## src/rtl/sync_fifo.sv

```systemverilog
// Single-clock FIFO with count-derived status flags, sticky overflow/underflow
// errors and a selectable first-word-fall-through or registered read port.
module sync_fifo #(
    parameter int DSIZE    = 8,
    parameter int ASIZE    = 4,
    parameter int AF_LEVEL = 14,
    parameter int AE_LEVEL = 2,
    parameter int FWFT     = 1
) (
    input  logic             clk,
    input  logic             rst,
    input  logic [DSIZE-1:0] wr_data,
    input  logic             wr_inc,
    input  logic             rd_inc,
    input  logic             err_clr,
    output logic [DSIZE-1:0] rd_data,
    output logic             rd_valid,
    output logic             wr_full,
    output logic             rd_empty,
    output logic             wr_almost_full,
    output logic             rd_almost_empty,
    output logic [ASIZE:0]   fill_cnt,
    output logic             overflow,
    output logic             underflow
);

    localparam int             DEPTH    = 2 ** ASIZE;
    localparam logic [ASIZE:0] CNT_FULL = (ASIZE+1)'(DEPTH);
    localparam logic [ASIZE:0] CNT_AF   = (ASIZE+1)'(AF_LEVEL);
    localparam logic [ASIZE:0] CNT_AE   = (ASIZE+1)'(AE_LEVEL);
    localparam logic [ASIZE:0] CNT_ONE  = (ASIZE+1)'(1);

    logic [DSIZE-1:0] mem [DEPTH];
    logic [ASIZE:0]   wr_ptr;
    logic [ASIZE:0]   rd_ptr;
    logic             wr_ok;
    logic             rd_ok;

    // Acceptance uses the flags as they stand before the edge, so a full FIFO
    // never passes a write through and an empty one never bypasses a read.
    assign wr_ok = wr_inc && !wr_full;
    assign rd_ok = rd_inc && !rd_empty;

    assign wr_full         = (fill_cnt == CNT_FULL);
    assign rd_empty        = (fill_cnt == '0);
    assign wr_almost_full  = (fill_cnt >= CNT_AF);
    assign rd_almost_empty = (fill_cnt <= CNT_AE);

    // NOTE: sequential state is assigned with <= so every register samples
    // pre-edge values regardless of block ordering.
    always_ff @(posedge clk) begin
        if (rst) begin
            wr_ptr   <= '0;
            rd_ptr   <= '0;
            fill_cnt <= '0;
        end else begin
            if (wr_ok) wr_ptr <= wr_ptr + CNT_ONE;
            if (rd_ok) rd_ptr <= rd_ptr + CNT_ONE;
            case ({wr_ok, rd_ok})
                2'b10:   fill_cnt <= fill_cnt + CNT_ONE;
                2'b01:   fill_cnt <= fill_cnt - CNT_ONE;
                default: fill_cnt <= fill_cnt;
            endcase
        end
    end

    // NOTE: the storage array has no reset; clearing it would cost a mux per
    // bit and the pointers already make stale contents unreachable.
    always_ff @(posedge clk) begin
        if (wr_ok && !rst) mem[wr_ptr[ASIZE-1:0]] <= wr_data;
    end

    // A set event in the same cycle wins over err_clr.
    always_ff @(posedge clk) begin
        if (rst) begin
            overflow  <= 1'b0;
            underflow <= 1'b0;
        end else begin
            if (wr_inc && wr_full) overflow <= 1'b1;
            else if (err_clr)      overflow <= 1'b0;
            if (rd_inc && rd_empty) underflow <= 1'b1;
            else if (err_clr)       underflow <= 1'b0;
        end
    end

    generate
        if (FWFT != 0) begin : g_fwft
            assign rd_data  = mem[rd_ptr[ASIZE-1:0]];
            assign rd_valid = !rd_empty;
        end else begin : g_reg_read
            logic [DSIZE-1:0] rd_data_q;
            logic             rd_valid_q;

            always_ff @(posedge clk) begin
                if (rst) begin
                    rd_data_q  <= '0;
                    rd_valid_q <= 1'b0;
                end else begin
                    rd_valid_q <= rd_ok;
                    if (rd_ok) rd_data_q <= mem[rd_ptr[ASIZE-1:0]];
                end
            end

            assign rd_data  = rd_data_q;
            assign rd_valid = rd_valid_q;
        end
    endgenerate

endmodule

```

## config.mk

```make
export PLATFORM = sky130hd
export DESIGN_NAME = sync_fifo
export DESIGN_NICKNAME = d
export VERILOG_FILES = /design/src/rtl/sync_fifo.sv
export SDC_FILE = /design/constraint.sdc
export NUM_CORES = 1
export LEC_CHECK = 0
export CORE_MARGIN = 4
export CORE_UTILIZATION = 59
export CTS_BUF_LIST = sky130_fd_sc_hd__clkbuf_16
export DETAILED_ROUTE_END_ITERATION = 8
export PLACE_DENSITY = 0.85
export SKIP_CTS_REPAIR_TIMING = 1
export SLEW_MARGIN = 40
export SYNTH_ARGS = -nofsm -noshare
export SYNTH_HDL_FRONTEND = slang
export SYNTH_SLANG_ARGS = --single-unit
export TNS_END_PERCENT = 30
```

## constraint.sdc

```tcl
create_clock -name clk -period 3.6 [get_ports clk]
set_clock_uncertainty 0.1 [all_clocks]
set_input_delay 0.54 -clock clk [delete_from_list [all_inputs] [get_ports clk]]
set_output_delay 0.54 -clock clk [all_outputs]
set_load 0.1 [all_outputs]
```

==> flow_summary.json <==
{
  "status": "finished, final reports clean",
  "clockBufferDepth": 2,
  "grt_pass1_vias": 3213,
  "hpwlAfterDp_um": 7093,
  "crit_path_max_fanout": 24,
  "p_leak_nw": 2.288,
  "grtUsageMet2": 0.3934,
  "finalSetupTns_ns": 0,
  "setup_slack_ns": 0.3925,
  "p_clk_frac": 0.300,
  "crit_slowest_cell": "mux4_2",
  "synth_ff_type": "edfxtp_1",
  "slew_headroom": 0.4178,
  "crit_path_end_kind": "output pin",
  "use_met3": 0.05939,
  "max_freq_ghz": 0.3118,
  "cp_common_cell": "mux4_2",
  "yosysSeqAreaShare": 0.7195,
  "tightest_slew_ns": 0.8701,
  "cts_tree": "built",
  "setup_viol": 0,
  "grt_use_met1": 0.3063,
  "cts_inserted_buffers": 17,
  "worstHoldPathType": "register to register",
  "antenna_found_initial": 0,
  "critPathBufInv": 2,
  "netlist_area_sq_mm": 0.005871,
  "grt.busiest_layer": "met2",
  "syn_inst": 309,
  "final_cell_mix": "edfxtp_1 (128), mux4_2 (40), nor2_1 (34)",
  "track_usage": 0.2370,
  "swShare": 0.3702,
  "gr-total-overflow": 0,
  "viasPerCell": 6.034,
  "drt_wl_total_um": 12400,
  "fp.dieW_um": 107.8,
  "power_density_mw_per_mm2": 838.9,
  "vias": 3017,
  "crit_chain": "buf_12 -> mux4_2 -> mux4_2 -> buf_4",
  "fin_crit_ns": 3.207,
  "wl_per_cell_um": 24.79,
  "report.final.slew_viol_count": 0,
  "antenna_cells": 0,
  "drt_iter0_drc": 338,
  "required_ns": 2.96,
  "rows": 36,
  "crit_arrival_ns": 2.57,
  "dieArea_sq_mm": 0.01161,
  "nNetsFinal": 374,
  "finalHoldViolations": 0,
  "seqCellArea_sq_mm": 0.004225,
  "cpPeakStageDelay_ns": 0.58,
  "syn_area_per_cell_sq_um": 19.00,
  "grt_setup_unrepaired": "no",
  "p_seq_frac": 0.355,
  "routabilityCongestion": 0.7808,
  "synth_cell_types": 37,
  "clk_root_buffer_cell": "clkbuf_16",
  "clk_latency_ns": 0.42,
  "ant_nets": 0,
  "ys_top_cells_by_area": "edfxtp_1 (65%), mux4_2 (15%), dfxtp_1 (6.5%), nor2_1 (2.4%), ha_1 (1.5%)",
  "synth_top_cell_by_area": "edfxtp_1",
  "fp.dieH_um": 107.8,
  "critPathKind": "register to output pin",
  "fin_crit_sh": 0.8910,
  "net-switching-power_mw": 2.143,
  "multi_input_area_sq_mm": 0.001543,
  "num_io_pins": 33,
  "grt_max_degree": 33,
  "synthArstFlopShare": 0,
  "power.total_mw": 5.790,
  "clk_pin_slew_ns": 0.06,
  "netlist.area_leader.share": 0.6547,
  "n_fill_cell": 571,
  "port_buffers": 32,
  "crit_family": "multiplexers",
  "synth-seq-cells": 147,
  "first_pass_iters": 5,
  "remaining_drc_errors": 0,
  "drive_gt1_frac": 0.2997,
  "ys_warn_count": 0,
  "cp-start-kind": "register",
  "area_delta_synth_final_pct": 17.56,
  "power_frac_comb": 0.345,
  "dp_slack_ns": 0.6013,
  "p_int_mw": 3.646,
  "cap_violations": 0,
  "initial_core_util": 0.6034,
  "grt_first_pass_wirelength_um": 19350,
  "h-tree-depth": 4,
  "final_common_cell": "edfxtp_1",
  "syn-num-nets": 329,
  "utilization": 0.7094,
  "clock-sinks": 147,
  "synth-edff-count": 128,
  "ir_worst_vdd_uv": 812.0,
  "core_area_sq_mm": 0.009729
}
registers in the layout, summed over array words and instances (netlist names), named ones only:
signal and cells:
underflow 1, overflow 1, rd_ptr 4, fill_cnt 5, wr_ptr 4, mem 128
cells in the mapped netlist (3+ instances only):
master / number
edfxtp_1: 128
xnor2_1: 3
dfxtp_1: 19
a21oi_1: 4
buf_4: 3
inv_1: 8
buf_1: 6
ha_1: 7
mux4_2: 40
nor2b_1: 3
nor2_1: 38
nand2_1: 9
xor2_1: 6
final timing paths:
path	start	to	slack (ns)	depth (start not counted)
worst max-delay path	register	rd_data[1]	0.39	4
worst min-delay path	underflow	underflow	0.45	2
worst max register to register	fill_cnt[1]	fill_cnt[4]	0.64	8
worst min register to register	underflow	underflow	0.45	2
stage by stage:
step	cells	instance area, sq um	hold WS, ns
final	500	6902	0.4514
after global routing	500	6902	0.5002
after CTS	500	6892	0.4729
after detailed placement	468	6312	0.4004
after global placement	468	6337	0.3878
after floorplan	309	5877	0.3725
layer usage:
| layer | vias to the layer above | part of all wire |
|---|---|---|
| met5 | - | 0 |
| met4 | 0 | 0.018 |
| met3 | 24 | 0.069 |
| met2 | 152 | 0.53 |
| met1 | 1524 | 0.38 |
| li1 | 1317 | - |
cell families (layout without fill, tap and decap cells):
group           Yosys count  after routing  synth area share
compound gates           15             15           0.01961
flops                   147            147            0.7195
buf+inv                  24             82           0.02046
mux                      44             44            0.1607
fa+ha+maj                 7              7           0.01492
xor+xnor                  9              9           0.01343
simple gates             63             63           0.05137
final cells by class:
| cell class | count | area share |
|---|---|---|
| Sequential cell | 147 | 0.6122 |
| Multi-Input combinational cell | 138 | 0.2235 |
| Clock buffer | 17 | 0.06164 |
| Timing Repair Buffer | 42 | 0.05185 |
| Tap cell | 133 | 0.02411 |
| Clock inverter | 15 | 0.02230 |
| Inverter | 8 | 0.004351 |
tightest hold or removal path, stage by stage, from the launching register on:
cell and delay [ns]:
dfxtp_1 0.33, a22oi_1 0.09, nor2_1 0.10
power by group through the flow:
| stage | Sequential [mW] | Combinational (mW) | Clock, mW |
|---|---|---|---|
| floorplan | 2.20 | 1.48 | 0 |
| detailed placement | 2.09 | 1.99 | 0 |
| finish | 2.05 | 2.00 | 1.74 |
| global placement | 2.08 | 1.98 | 0 |
| CTS | 2.05 | 2.01 | 1.76 |
| global route | 2.07 | 2.09 | 1.83 |
(Power assumes the default switching activity.)
